File: src/rtl/wb_pkg.sv
// Shared types and widths for the register-file write-port arbiter.
package wb_pkg;

    localparam int REG_W  = 5;
    localparam int DATA_W = 64;
    localparam int WAIT_W = 4;

    localparam logic [REG_W-1:0] ZERO_REG_DEFAULT = 5'd31;

    typedef enum logic [1:0] {
        ST_IDLE  = 2'd0,
        ST_PEND  = 2'd1,
        ST_FORCE = 2'd2
    } wb_state_t;

    typedef struct packed {
        logic [REG_W-1:0]  rd;
        logic [DATA_W-1:0] data;
    } wb_entry_t;

endpackage

File: src/rtl/wb_fifo2.sv
// Two-entry FIFO holding MDU results waiting for the register-file write port.
module wb_fifo2
    import wb_pkg::*;
(
    input  logic      clk,
    input  logic      rst_n,
    input  logic      push,
    input  wb_entry_t push_entry,
    input  logic      pop,
    output logic [1:0] count,
    output wb_entry_t head
);

    logic [1:0] count_reg, count_next;
    logic       wr_ptr_reg, rd_ptr_reg;
    logic       do_push, do_pop;
    wb_entry_t  slot [2];

    assign do_push = push && (count_reg != 2'd2);
    assign do_pop  = pop  && (count_reg != 2'd0);

    always_comb begin
        count_next = count_reg;
        case ({do_push, do_pop})
            2'b10:   count_next = count_reg + 2'd1;
            2'b01:   count_next = count_reg - 2'd1;
            default: count_next = count_reg;
        endcase
    end

    always_ff @(posedge clk or negedge rst_n) begin
        if (!rst_n) begin
            count_reg  <= 2'd0;
            wr_ptr_reg <= 1'b0;
            rd_ptr_reg <= 1'b0;
        end else begin
            count_reg <= count_next;
            if (do_push) wr_ptr_reg <= ~wr_ptr_reg;
            if (do_pop)  rd_ptr_reg <= ~rd_ptr_reg;
        end
    end

    // Payload slots carry no reset; validity is tracked by count_reg alone.
    generate
        for (genvar gi = 0; gi < 2; gi++) begin : g_slot
            wb_entry_t entry_reg;
            always_ff @(posedge clk) begin
                if (do_push && (wr_ptr_reg == 1'(gi))) entry_reg <= push_entry;
            end
            assign slot[gi] = entry_reg;
        end
    endgenerate

    assign count = count_reg;
    assign head  = slot[rd_ptr_reg];

endmodule

File: src/rtl/wb_arbiter.sv
// Shares the register-file write port between writeback and the MDU with starvation forcing.
// Optional WB_ARB_PERF_EN adds StallCount / MduWrites performance counters.
module wb_arbiter
    import wb_pkg::*;
#(
    parameter int unsigned      STARVE_LIMIT = 4,
    parameter logic [REG_W-1:0] ZERO_REG     = ZERO_REG_DEFAULT
)(
    input  logic              clk,
    input  logic              rst_n,
    input  logic              PipeRegWrite,
    input  logic [REG_W-1:0]  PipeReg,
    input  logic [DATA_W-1:0] PipeData,
    input  logic              MduValid,
    input  logic [REG_W-1:0]  MduReg,
    input  logic [DATA_W-1:0] MduData,
    output logic              MduReady,
    output logic              PipeStall,
    output logic              RFWrite,
    output logic [REG_W-1:0]  RFReg,
    output logic [DATA_W-1:0] RFData
`ifdef WB_ARB_PERF_EN
   ,output logic [31:0]       StallCount,
    output logic [31:0]       MduWrites
`endif
);

    wb_state_t         state_reg, state_next;
    logic [WAIT_W-1:0] wait_reg, wait_next, wait_inc;
    logic [1:0]        fifo_count;
    wb_entry_t         fifo_head, mdu_entry;
    logic              push, pop;
    logic              grant_valid;
    logic [REG_W-1:0]  grant_reg;
    logic [DATA_W-1:0] grant_data;
    logic              rf_write_reg;
    logic [REG_W-1:0]  rf_reg_reg;
    logic [DATA_W-1:0] rf_data_reg;

    assign MduReady  = (fifo_count < 2'd2);
    assign push      = MduValid && MduReady;
    assign mdu_entry = '{rd: MduReg, data: MduData};
    assign PipeStall = (state_reg == ST_FORCE);
    assign wait_inc  = wait_reg + 1'b1;

    wb_fifo2 u_fifo (
        .clk        (clk),
        .rst_n      (rst_n),
        .push       (push),
        .push_entry (mdu_entry),
        .pop        (pop),
        .count      (fifo_count),
        .head       (fifo_head)
    );

    always_comb begin
        state_next  = state_reg;
        wait_next   = wait_reg;
        pop         = 1'b0;
        grant_valid = 1'b0;
        grant_reg   = PipeReg;
        grant_data  = PipeData;
        case (state_reg)
            ST_IDLE: begin
                grant_valid = PipeRegWrite;
                wait_next   = '0;
                if (push) state_next = ST_PEND;
            end
            ST_PEND: begin
                if (PipeRegWrite) begin
                    grant_valid = 1'b1;
                    wait_next   = wait_inc;
                    if (wait_inc >= WAIT_W'(STARVE_LIMIT)) state_next = ST_FORCE;
                end else begin
                    pop         = 1'b1;
                    grant_valid = 1'b1;
                    grant_reg   = fifo_head.rd;
                    grant_data  = fifo_head.data;
                    wait_next   = '0;
                    if ((fifo_count == 2'd1) && !push) state_next = ST_IDLE;
                end
            end
            ST_FORCE: begin
                // Pipeline request is ignored here; the stalled stage re-presents it.
                pop         = 1'b1;
                grant_valid = 1'b1;
                grant_reg   = fifo_head.rd;
                grant_data  = fifo_head.data;
                wait_next   = '0;
                state_next  = ((fifo_count == 2'd1) && !push) ? ST_IDLE : ST_PEND;
            end
            default: begin
                state_next = ST_IDLE;
                wait_next  = '0;
            end
        endcase
    end

    always_ff @(posedge clk or negedge rst_n) begin
        if (!rst_n) begin
            state_reg <= ST_IDLE;
            wait_reg  <= '0;
        end else begin
            state_reg <= state_next;
            wait_reg  <= wait_next;
        end
    end

    // Writes to the zero register still consume the grant but never assert the enable.
    always_ff @(posedge clk or negedge rst_n) begin
        if (!rst_n) begin
            rf_write_reg <= 1'b0;
            rf_reg_reg   <= '0;
            rf_data_reg  <= '0;
        end else begin
            rf_write_reg <= grant_valid && (grant_reg != ZERO_REG);
            if (grant_valid) begin
                rf_reg_reg  <= grant_reg;
                rf_data_reg <= grant_data;
            end
        end
    end

    assign RFWrite = rf_write_reg;
    assign RFReg   = rf_reg_reg;
    assign RFData  = rf_data_reg;

`ifdef WB_ARB_PERF_EN
    logic [31:0] stall_count_reg, mdu_writes_reg;

    always_ff @(posedge clk or negedge rst_n) begin
        if (!rst_n) begin
            stall_count_reg <= '0;
            mdu_writes_reg  <= '0;
        end else begin
            if (PipeStall) stall_count_reg <= stall_count_reg + 32'd1;
            if (pop)       mdu_writes_reg  <= mdu_writes_reg + 32'd1;
        end
    end

    assign StallCount = stall_count_reg;
    assign MduWrites  = mdu_writes_reg;
`endif

endmodule

File: config.mk
export PLATFORM = sky130hd
export DESIGN_NAME = wb_arbiter
export DESIGN_NICKNAME = d
export VERILOG_FILES = /design/src/rtl/wb_pkg.sv /design/src/rtl/wb_fifo2.sv /design/src/rtl/wb_arbiter.sv
export SDC_FILE = /design/constraint.sdc
export NUM_CORES = 1
export LEC_CHECK = 0
export ABC_AREA = 1
export ABC_CLOCK_PERIOD_IN_PS = 5400
export BUFFER_PORTS_ARGS = -buffer_cell sky130_fd_sc_hd__buf_2
export CAP_MARGIN = 0
export CORE_ASPECT_RATIO = 1.1
export CORE_UTILIZATION = 53
export DETAILED_ROUTE_END_ITERATION = 16
export MAX_ROUTING_LAYER = met4
export PLACE_DENSITY = 0.79
export SYNTH_ARGS = -nofsm -noshare
export SYNTH_HDL_FRONTEND = slang
export SYNTH_SLANG_ARGS = --single-unit
File: constraint.sdc
create_clock -name clk -period 5.4 [get_ports clk]
set_clock_uncertainty 0.05 [all_clocks]
set_input_delay 0.27 -clock clk [delete_from_list [all_inputs] [get_ports clk]]
set_output_delay 0.27 -clock clk [all_outputs]
set_load 0.02 [all_outputs]
======== Word level (Yosys, flattened, before mapping) ========
Cells that the tools add are included.
cells by class
  magnitude comparators ................... 3
  add/sub/neg operators ................... 3
  eq/ne operators ......................... 10
  reduce and logical (&&, ||, !) cells .... 13
  bitwise operators ....................... 3
  mux-type cells .......................... 19
operators by type and width
  cell                   count
  $mux W69               3
  $pmux W64 S2           1
  $mux W64               1
  $pmux W5 S2            1
  $mux W2                4
  $mux W4                2
  $logic_and A1 B1 Y1    7
  $eq A2 B1 Y1 const B   3
  $ne A3 B3 Y1 const B   2
  $pmux W2 S3            1
  $mux W5                1
  $ne A5 B5 Y1 const B   1
  $add A4 B1 Y4 const B  1
  $eq A2 B2 Y1 const B   2
  $ge A4 B3 Y1 const B   1
  $ne A2 B2 Y1 const B   2
  $pmux W1 S2            2
  $pmux W2 S2            1
  $reduce_bool A2 Y1     2
  $reduce_and A3 Y1      1
  $add A2 B1 Y2 const B  1
  $ge A2 B2 Y1 const B   1
  $logic_not A2 Y1       1
  $lt A2 B2 Y1 const B   1
  other kinds (6)        8
word-level totals
  input bits .............................. 142
  register bits ........................... 218
  word-level logic and storage cells ...... 63

======== Logic depth before layout (Yosys ltp) ========
Gate-level depths: netlist of the first run.
  depth in word-level cells ............... 8
  depth in mapped cells ................... 10
  gate-level depth less buffers ........... 9

======== Modules after synthesis ========
A second synthesis of the first run with hierarchy kept.
second synthesis, totals
  cell total of the unflattened synthesis .. 833
  area, all modules ....................... 8892.3 µm²
modules (own cells, without submodules)
  module      area an instance (µm²)  times used  sequential area each (µm²)  cells an instance
  wb_fifo2    5243.8                  1           4244.1                      391
  wb_arbiter  3648.5                  1           1901.8                      442

======== Least setup slack after synthesis of the first run ========
Ideal clock, no wire load.
  path type ............................... register -> register
  start point ............................. register u_fifo.count_reg[1] (netlist: u_fifo.count[1])
  end point ............................... register u_fifo.g_slot[0].entry_reg[0] in the netlist's numbering, enable pin
  cell stages (with the launch flop) ...... 6
  path buffers ............................ 1
  arrival ................................. 3.910 ns
  library setup time ...................... 0.496 ns
  slack ................................... 0.944 ns
  cells stage by stage .................... dfrtp_1 > inv_2 > nand2_1 > or2_2 > clkbuf_1 > nor2_1
on the way
  longest elaborated chain between the ends .. 4
RTL lines
  element                   line              text
  start: declaration        wb_fifo2.sv:14    logic [1:0] count_reg, count_next;
  start signal: assignment  wb_fifo2.sv:37    count_reg <= count_next;
  $lt A2 B2 Y1              wb_arbiter.sv:40  assign MduReady = (fifo_count < 2'd2);
  net MduReady              wb_arbiter.sv:17  output logic MduReady,
  $logic_and A1 B1 Y1       wb_arbiter.sv:41  assign push = MduValid && MduReady;
  $logic_and A1 B1 Y1       wb_fifo2.sv:19    assign do_push = push && (count_reg != 2'd2);
  $logic_and A1 B1 Y1       wb_fifo2.sv:48    if (do_push && (wr_ptr_reg == 1'(gi))) entry_reg <= push_entry;
  end signal: assignment    wb_fifo2.sv:48
  end: declaration          wb_fifo2.sv:46    wb_entry_t entry_reg;
The timed path passes the listed nets, and every way through them passes these cells.
A chain may end at the register's enable or synchronous reset.

======== Final worst setup path of the first run ========
  start point ............................. register u_fifo.count_reg[0] (netlist: u_fifo.count[0])
  end point ............................... register u_fifo.g_slot[1].entry_reg[58] in the netlist's numbering, enable pin
on the way
  longest elaborated chain between the ends .. 4
RTL lines
  element                 line
  $lt A2 B2 Y1            wb_arbiter.sv:40
  $logic_and A1 B1 Y1     wb_arbiter.sv:41
  $logic_and A1 B1 Y1 *   wb_fifo2.sv:19
  $logic_and A1 B1 Y1 *   wb_fifo2.sv:48
  end signal: assignment  wb_fifo2.sv:48
  end: declaration        wb_fifo2.sv:46
Every way passes the cells marked *; elsewhere a longest branch is shown, timed or not.

==> impl_metrics.toml, run 1 <==
[outcome]
status = "finished, final reports clean"

[cts]
clock_latency_ps = 500
cts_max_level = 1
cts_root_buf = "clkbuf_16"
ctsResizeCount = 0
cts_tree = "yes"
numClockSinks = 218
clk_pin_slew_ps = 70
post_cts_buffers = 0
cts_buffer_depth = 3
ctsHoldBuffers = 71
cts_buffers = 22

[routing]
vias = 6832
antenna_left = 0
drcViolationCount = 0
wirelength_microns = 22220
drt_iter0_markers = 538
dr.pass1.iters = 5
wire_per_inst_microns = 17.90
via_per_inst = 5.505

[worst_setup_path]
slowest_stage = "nor2_4"
end_kind = "flip-flop"
arrival_ps = 2980
critPathKind = "flip-flop to flip-flop"
rr_startpoint = "u_fifo.count[0]$_DFFE_PN0P_"
timing.rr.end = "u_fifo.g_slot[1].entry_reg[58]$_DFFE_PP_"
rrSetupSlack_ps = 2500
ff2ff_path_depth = 5
cp_cell_sequence = "inv_1 -> ha_1 -> or2_2 -> nor2_4 -> buf_4"
critPathLaunchType = "flip-flop"
critPathMaxStageDelay_ps = 800
cp.required_ps = 5480
crit_fanout = 36

[placed_design]
place_hpwl_microns = 12810
portBuffers = 213
gp_routability_congestion = 0.8181

[floorplanning]
io_pins = 214
initial_core_util_pct = 54.05
die_w_microns = 124.7
die_area_sq_mm = 0.01709
num_rows = 49
die_height_microns = 137
coreArea_sq_mm = 0.01625

[sta]
fin_tns_setup_ps = 0
maxClockFrequency_ghz = 0.3454
hold_violations = 0
tightest_slew_ps = 1151
drv_slew = 0
rsz0062_at_grt = "false"
max_slew_margin_pct = 23.27
fin_crit_ps = 2895
setup_viol = 0
finalCritPeriodShare_pct = 53.62

[layout]
utilization_pct = 69.90
largest_register_ff_count = 138
nNetsFinal = 1171
synthToLayoutAreaGrowth_pct = 29.32
drive_gt1_share_pct = 26.64

[pwr]
p_leak_nw = 4.742
power_density_mw_per_mm2 = 642.5
vdd_ir_drop_max_mv = 0.3575

[yosys]
synth_top_area_share_pct = 47.19
synthesis.area_sq_mm = 0.008781
ys_ff_latch = 218
synth_top_area_cell = "edfxtp_1"
synth_cell_types = 23
synth_area_leaders = "edfxtp_1 47%, dfrtp_1 23%, a21oi_1 11%"
ys_seq_area_share_pct = 69.99
synth_fp_nets = 906
syn_inst = 755
syn_avg_cell_area_sq_um = 11.63
synth_warnings = 0

[grt]
grt_pass1_vias = 6863
antenna_found_initial = 1
grt-ovfl-total = 0
track_usage_pct = 26.55
grt_max_degree = 81
grt_pass1_wl_microns = 34490

[min_path]
hp-class = "primary input to flip-flop"
hp-start = "PipeData[45]"
hold_depth = 3
whs_endpoint = "RFData[45]$_DFFE_PN0P_"

[flow_run]
maxCapViolations = 0
## cell usage after synthesis
cell type	n
clkbuf_4	1
o21ai_0	44
clkbuf_1	26
buf_1	1
dfrtp_1	80
buf_6	7
buf_4	9
o21ai_2	1
mux2_4	5
or2_2	1
ha_1	9
nor2_1	138
nand3_1	5
xnor2_1	4
a21oi_1	195
xor2_1	2
inv_2	4
nand2_2	5
edfxtp_1	138
inv_1	10
o21ai_1	24
nand2_1	39
buf_2	7
## worst max-delay path by stage
| stage | start | slack (ps) | depth (start not counted) | endpoint |
|---|---|---|---|---|
| final | u_fifo.count[0]$_DFFE_PN0P_ | 2500 | 5 | u_fifo.g_slot[1].entry_reg[58]$_DFFE_PP_ |
| after global routing | u_fifo.count[0]$_DFFE_PN0P_ | 2360 | 5 | u_fifo.g_slot[0].entry_reg[34]$_DFFE_PP_ |
| after CTS | u_fifo.count[0]$_DFFE_PN0P_ | 2480 | 5 | u_fifo.g_slot[1].entry_reg[61]$_DFFE_PP_ |
| after detailed placement | u_fifo.count[0]$_DFFE_PN0P_ | 2500 | 5 | u_fifo.g_slot[1].entry_reg[55]$_DFFE_PP_ |
| after global placement | u_fifo.count[0]$_DFFE_PN0P_ | 2570 | 5 | u_fifo.g_slot[1].entry_reg[57]$_DFFE_PP_ |
| after floorplan | u_fifo.count[1]$_DFFE_PN0P_ | 940 | 5 | u_fifo.g_slot[0].entry_reg[0]$_DFFE_PP_ |
## stage by stage
stage	instance area (sq um)	setup WS, ps	total power [mW]	cells	hold slack (ps)
after global routing	11360	2358	7.758	1241	18.89
after CTS	11350	2478	7.281	1240	2.285
after global placement	9898	2570	5.549	1129	400.2
final	11360	2505	7.296	1241	11.56
after detailed placement	9898	2496	5.670	1129	412.3
after floorplan	8781	943.7	4.882	755	-75.59
## cells by family (layout without fill, tap and decap cells)
logic type	count (synthesis)	count (layout)	share of synthesized area, %
AOI/OAI and AO/OA	264	264	15.09
DFF	218	218	69.99
and+or+nand+nor	188	188	8.279
buffers and inverters	65	346	3.904
adders and majority gates	9	9	1.282
xor gates and xnor gates	6	6	0.5985
muxes	5	5	0.8549
other	0	1	0
## power breakdown
| group | internal (mW) | switching (mW) | leakage (nW) |
|---|---|---|---|
| Clock | 0.938 | 0.626 | 0.367 |
| Sequential | 2.38 | 0.225 | 2.21 |
| Combinational | 0.987 | 2.14 | 2.16 |
| Total | 4.31 | 2.99 | 4.74 |
## worst max-delay path: cells and delay by family (launching register included)
family	cells	cell delay, ps
and+or+nand+nor	2	1170
buffers and inverters	2	700
DFF	1	400
adders and majority gates	1	180
## metal layers
layer | up-vias | part of all wire, % | wire length (microns) | global-route usage (%)
met5 | - | 0 | 0 | -
met4 | 0 | 2.3 | 521 | 9.304
met3 | 48 | 5.1 | 1143 | 2.854
met2 | 285 | 53 | 11730 | 47.30
met1 | 3314 | 40 | 8820 | 31.58
li1 | 3185 | - | - | -
## placed cells by master (no fill, tap or decap)
cell / synthesis / layout
xnor2_1: 4 / 4
bufinv_16: 0 / 3
o21ai_4: 0 / 1
dlygate4sd3_1: 0 / 71
o21ai_0: 44 / 44
nand3_1: 5 / 5
diode_2: 0 / 1
clkbuf_8: 0 / 1
or2_2: 1 / 1
nand2_1: 39 / 39
clkinv_2: 0 / 6
clkbuf_1: 26 / 4
dfrtp_2: 0 / 1
buf_2: 7 / 212
clkbuf_16: 0 / 23
buf_4: 9 / 9
nor2_4: 0 / 2
a21oi_1: 195 / 195
inv_2: 4 / 5
dfrtp_1: 80 / 79
nor2_1: 138 / 136
clkinvlp_4: 0 / 1
ha_1: 9 / 9
clkinv_4: 0 / 1
edfxtp_1: 138 / 138
mux2_4: 5 / 5
clkinv_1: 0 / 1
o21ai_1: 24 / 24
nand2_2: 5 / 5
xor2_1: 2 / 2
inv_1: 10 / 9
## layout make-up
type | instances | area (sq um)
well taps | 204 | 255.2
multi-input cells | 472 | 2315
diodes | 1 | 2.502
fillers | 1115 | 4891
clock inverters | 12 | 140.1
flip-flops and latches | 218 | 6147
inverters | 14 | 52.55
repair buffers | 292 | 1839
clock buffers | 28 | 604.3
Note: power is estimated with default switching activity, not from simulation.
==> run 2: changes to the inputs <==
Settings changed: ABC_CLOCK_PERIOD_IN_PS 5400 to 2900.
Clock period 5.4 ns to 2.9 ns, I/O delays scaled along.
==> impl_metrics.toml, run 2 (synthesis results as in run 1) <==
[sta]
drv_slew = 0
rsz0062_at_grt = "false"
tightest_slew_ps = 826.6
setup_viol = 0
fin_tns_setup_ps = 0
hold_violations = 0
layout_setup_ws_ps = 537.9
finalCritPeriodShare_pct = 81.45
maxClockFrequency_ghz = 0.4234
fin_crit_ps = 2362
max_slew_margin_pct = 44.89

[floorplanning]
die_area_sq_mm = 0.01709
die_w_microns = 124.7
io_pins = 214
coreArea_sq_mm = 0.01625
num_rows = 49
die_height_microns = 137
initial_core_util_pct = 54.05

[placed_design]
portBuffers = 213
pre_cts_slack_ps = 632.4
place_area_sq_mm = 0.009996
gp_routability_congestion = 0.8420
place_hpwl_microns = 13150

[layout]
post-route-cell-area_sq_mm = 0.01212
largest_register_ff_count = 138
drive_gt1_share_pct = 25.65
synthToLayoutAreaGrowth_pct = 37.99
multi_input_area_sq_mm = 0.002315
nNetsFinal = 1246
final_common_cell = "buf_2"
nFillCells = 1011
layout_common_cells = "212 x buf_2, 195 x a21oi_1, 138 x dlygate4sd3_1, 138 x edfxtp_1, 136 x nor2_1"
seqCellArea_sq_mm = 0.006147

[routing]
wire_per_inst_microns = 18.65
vias = 7301
via_per_inst = 5.544
wirelength_microns = 24570
dr.pass1.iters = 5
drcViolationCount = 0
drt_iter0_markers = 549
antenna_left = 0

[grt]
antenna_found_initial = 2
grt_pass1_wl_microns = 37480
track_usage_pct = 29.04
grt-ovfl-total = 0
grt_max_degree = 71
grt_pass1_vias = 7356

[cts]
cts_buffer_depth = 3
cts_buffers = 22
cts_root_buf = "clkbuf_16"
numClockSinks = 218
post_cts_buffers = 0
clock_latency_ps = 500
cts_max_level = 1
clk_pin_slew_ps = 70
cts_tree = "yes"

[worst_setup_path]
cp.required_ps = 3220
crit_fanout = 27
arrival_ps = 2680
critPathLaunchType = "flip-flop"
end_kind = "flip-flop"
critPathKind = "flip-flop to flip-flop"

[pwr]
vdd_ir_drop_max_mv = 0.7183
p_leak_nw = 5.062
finalPower_mw = 13.97
power_density_mw_per_mm2 = 1153

[min_path]
hp-class = "primary input to flip-flop"

[outcome]
status = "finished, final reports clean"

[flow_run]
maxCapViolations = 0
-- run 2: cell types whose count changed in the layout (fill, tap and decap cells not counted) --
cell           before  now
buf_12              0    3
buf_4               9   14
bufinv_16           3    2
clkbuf_1            4    1
clkbuf_8            1    2
clkinv_1            1    3
clkinv_2            6    5
clkinv_4            1    0
clkinvlp_4          1    3
diode_2             1    2
dlygate4sd3_1      71  138
inv_6               0    1
-- run 2: layer usage --
| layer | GRT usage (%) | share of wire [%] | vias to the layer above |
|---|---|---|---|
| met2 | 50.28 | 52 | 376 |
| met4 | 13.65 | 3.9 | 0 |
| li1 | - | - | 3337 |
| met1 | 33.68 | 38 | 3492 |
| met5 | - | 0 | - |
| met3 | 4.183 | 6.3 | 96 |
-- run 2: final timing paths --
check	cells after the start	slack [ps]	end	start
max in group asynchronous	3	1950	RFData[20]$_DFFE_PN0P_	rst_n
hold reg to reg	1	420	wait_reg[0]$_DFF_PN0_	wait_reg[0]$_DFF_PN0_
setup / recovery	8	540	RFData[28]$_DFFE_PN0P_	state_reg[0]$_DFFE_PN0P_
min in group asynchronous	2	110	RFData[31]$_DFFE_PN0P_	rst_n
setup reg to reg	8	540	RFData[28]$_DFFE_PN0P_	state_reg[0]$_DFFE_PN0P_
hold / removal	4	30	RFReg[0]$_DFFE_PN0P_	PipeReg[0]
-- run 2: worst max-delay path: stages (launching register included) --
cell,delay (ps)
dfrtp_1,390
inv_1,80
ha_1,420
inv_2,80
o21ai_4,70
nand2_2,450
buf_12,350
a21oi_1,190
a21oi_1,130
-- run 2: power by group --
group	internal [mW]	leakage, nW	switching (mW)
Sequential	4.43	2.21	0.433
Clock	1.68	0.356	1.19
Combinational	2.05	2.49	4.19
-- run 2: repair_timing --
| action | 4_1_cts | 5_1_grt |
|---|---|---|
| hold buffers | 138 | 0 |
| setup endpoints to repair | 0 | 0 |
| hold endpoints to repair | 237 | 0 |
| gates resized for setup | 0 | 0 |
-- run 2: through the flow --
stage	utilization (%)	hold slack, ps	cells
detailed placement	61.52	78.10	1137
floorplan	-	-200.6	755
global placement	61.52	80.96	1137
CTS	74.55	9.659	1315
finish	74.58	33.13	1317
global route	74.58	34.84	1317
-- run 2: final cells by class --
class                   count  share of cell area, %
clock inverters            14                  1.053
well taps                 204                  2.107
multi-input cells         472                  19.10
inverters                  14                 0.4337
flip-flops and latches    218                  50.73
clock buffers              26                  5.008
diodes                      2                0.04131
repair buffers            367                  21.52
==> run 3: changes to the inputs <==
Settings changed: ABC_CLOCK_PERIOD_IN_PS 2900 to 2200.
Clock period 2.9 ns to 2.2 ns, I/O delays scaled along.
==> impl_metrics.toml, run 3 (synthesis results as in run 1) <==
[outcome]
status = "finished, final reports clean"

[layout]
synthToLayoutAreaGrowth_pct = 39.30
drive_gt1_share_pct = 25.51
largest_register_ff_count = 138
fin_cells = 1324
nFillCells = 997
layout_common_cells = "212 x buf_2, 195 x a21oi_1, 140 x dlygate4sd3_1"
nNetsFinal = 1253
final_common_cell = "buf_2"
post-route-cell-area_sq_mm = 0.01223

[floorplanning]
coreArea_sq_mm = 0.01625
initial_core_util_pct = 54.05
die_w_microns = 124.7
die_height_microns = 137
num_rows = 49
io_pins = 214
die_area_sq_mm = 0.01709

[sta]
tightest_slew_ps = 595.2
setup_viol = 0
drv_slew = 0
fin_tns_setup_ps = 0
hold_violations = 0
fin_crit_ps = 1986
rsz0062_at_grt = "false"
maxClockFrequency_ghz = 0.5036
max_slew_margin_pct = 60.32
finalCritPeriodShare_pct = 90.26
layout_setup_ws_ps = 214.2

[pwr]
combinationalPowerShare_pct = 45.8
finalPower_mw = 18.56
vdd_ir_drop_max_mv = 1.062
p_sw_mw = 7.699
seqPwrFrac_pct = 34.7
clkPwrFrac_pct = 19.6
p_leak_nw = 5.108
p_sw_share_pct = 41.49
power.internal_mw = 10.86
power_density_mw_per_mm2 = 1517

[cts]
cts_buffers = 22
numClockSinks = 218
ctsHoldBuffers = 140
ctsResizeCount = 0
cts_tree = "yes"
clock_latency_ps = 490
cts_max_level = 1
post_cts_buffers = 0
cts_root_buf = "clkbuf_16"
cts_buffer_depth = 3
clk_pin_slew_ps = 60

[placed_design]
portBuffers = 213
place_hpwl_microns = 13340
gp_routability_congestion = 0.7876
pre_cts_slack_ps = 332.3
dp.cells = 1142
place_area_sq_mm = 0.01013

[worst_setup_path]
cp.required_ps = 2560
critPathLaunchType = "flip-flop"
critPathKind = "flip-flop to flip-flop"
end_kind = "flip-flop"
crit_fanout = 35
arrival_ps = 2340
ff2ff_path_depth = 7

[routing]
vias = 7427
dr.pass1.iters = 5
via_per_inst = 5.610
wirelength_microns = 25040
wire_per_inst_microns = 18.91
drcViolationCount = 0
antenna_left = 0
drt_iter0_markers = 603

[grt]
track_usage_pct = 29.92
grt_pass1_vias = 7634
grt_pass1_wl_microns = 38390
antenna_found_initial = 3
grt-ovfl-total = 0
grt_max_degree = 71

[min_path]
hp-class = "primary input to asynchronous set/reset pin"

[flow_run]
maxCapViolations = 0
run 3: cell types whose count changed in the layout (fill, tap and decap cells not counted), moves of 2 or more:
cell / previous run / this run
buf_12: 3 / 10
clkbuf_1: 1 / 5
clkinv_2: 5 / 2
clkinvlp_4: 3 / 0
buf_4: 14 / 12
clkinv_1: 3 / 5
dlygate4sd3_1: 138 / 140
run 3: power by group through the flow:
stage	Clock (mW)	Sequential, mW	Combinational [mW]
after floorplan	0	7.20	4.78
after global placement	0	6.39	7.69
after CTS	3.66	6.38	8.17
after detailed placement	0	6.43	7.93
after global routing	3.83	6.54	9.26
final	3.63	6.43	8.50
run 3: area by class of cell:
class | count | area, sq um | area share [%]
Timing Repair Buffer | 374 | 2753 | 22.50
Antenna cell | 3 | 7.507 | 0.06137
Tap cell | 204 | 255.2 | 2.087
Clock inverter | 8 | 58.81 | 0.4808
Multi-Input combinational cell | 472 | 2322 | 18.99
Sequential cell | 218 | 6147 | 50.26
Inverter | 14 | 52.55 | 0.4296
Clock buffer | 31 | 635.6 | 5.196
run 3: final timing paths:
| check | startpoint | to | slack (ps) |
|---|---|---|---|
| worst max-delay path | state_reg[1]$_DFFE_PN0P_ | RFData[12]$_DFFE_PN0P_ | 210 |
| worst min-delay path | rst_n | RFData[15]$_DFFE_PN0P_ | 50 |
| worst max register to register | state_reg[1]$_DFFE_PN0P_ | RFData[12]$_DFFE_PN0P_ | 210 |
| worst min register to register | wait_reg[0]$_DFF_PN0_ | wait_reg[0]$_DFF_PN0_ | 430 |
| max in group asynchronous | rst_n | RFData[46]$_DFFE_PN0P_ | 1330 |
| min in group clk | MduValid | u_fifo.wr_ptr_reg$_DFFE_PN0P_ | 50 |
run 3: through the flow:
step           util (%)  hold slack, ps
2_1_floorplan         -          -235.6
6_report          75.29           47.63
4_1_cts           75.24           30.88
3_5_place_dp      62.34           30.15
5_1_grt           75.29           54.64
3_3_place_gp      62.34           34.32
run 3: worst max-delay path: stages (launching register included):
cell and delay [ps]:
dfrtp_1 400, inv_1 80, ha_1 420, inv_2 90, o21ai_4 80, buf_4 400, a21oi_1 180, a21oi_1 200
run 3: per-layer routing:
metal  vias to the layer above  share of wire, %  routed length (microns)  GRT usage [%]
li1                       3350                 -                        -              -
met1                      3570                37                     9189          33.93
met2                       421                53                    13180          52.39
met3                        86               6.6                     1654          3.909
met4                         0               4.1                     1017          15.39
met5                         -                 0                        0              -
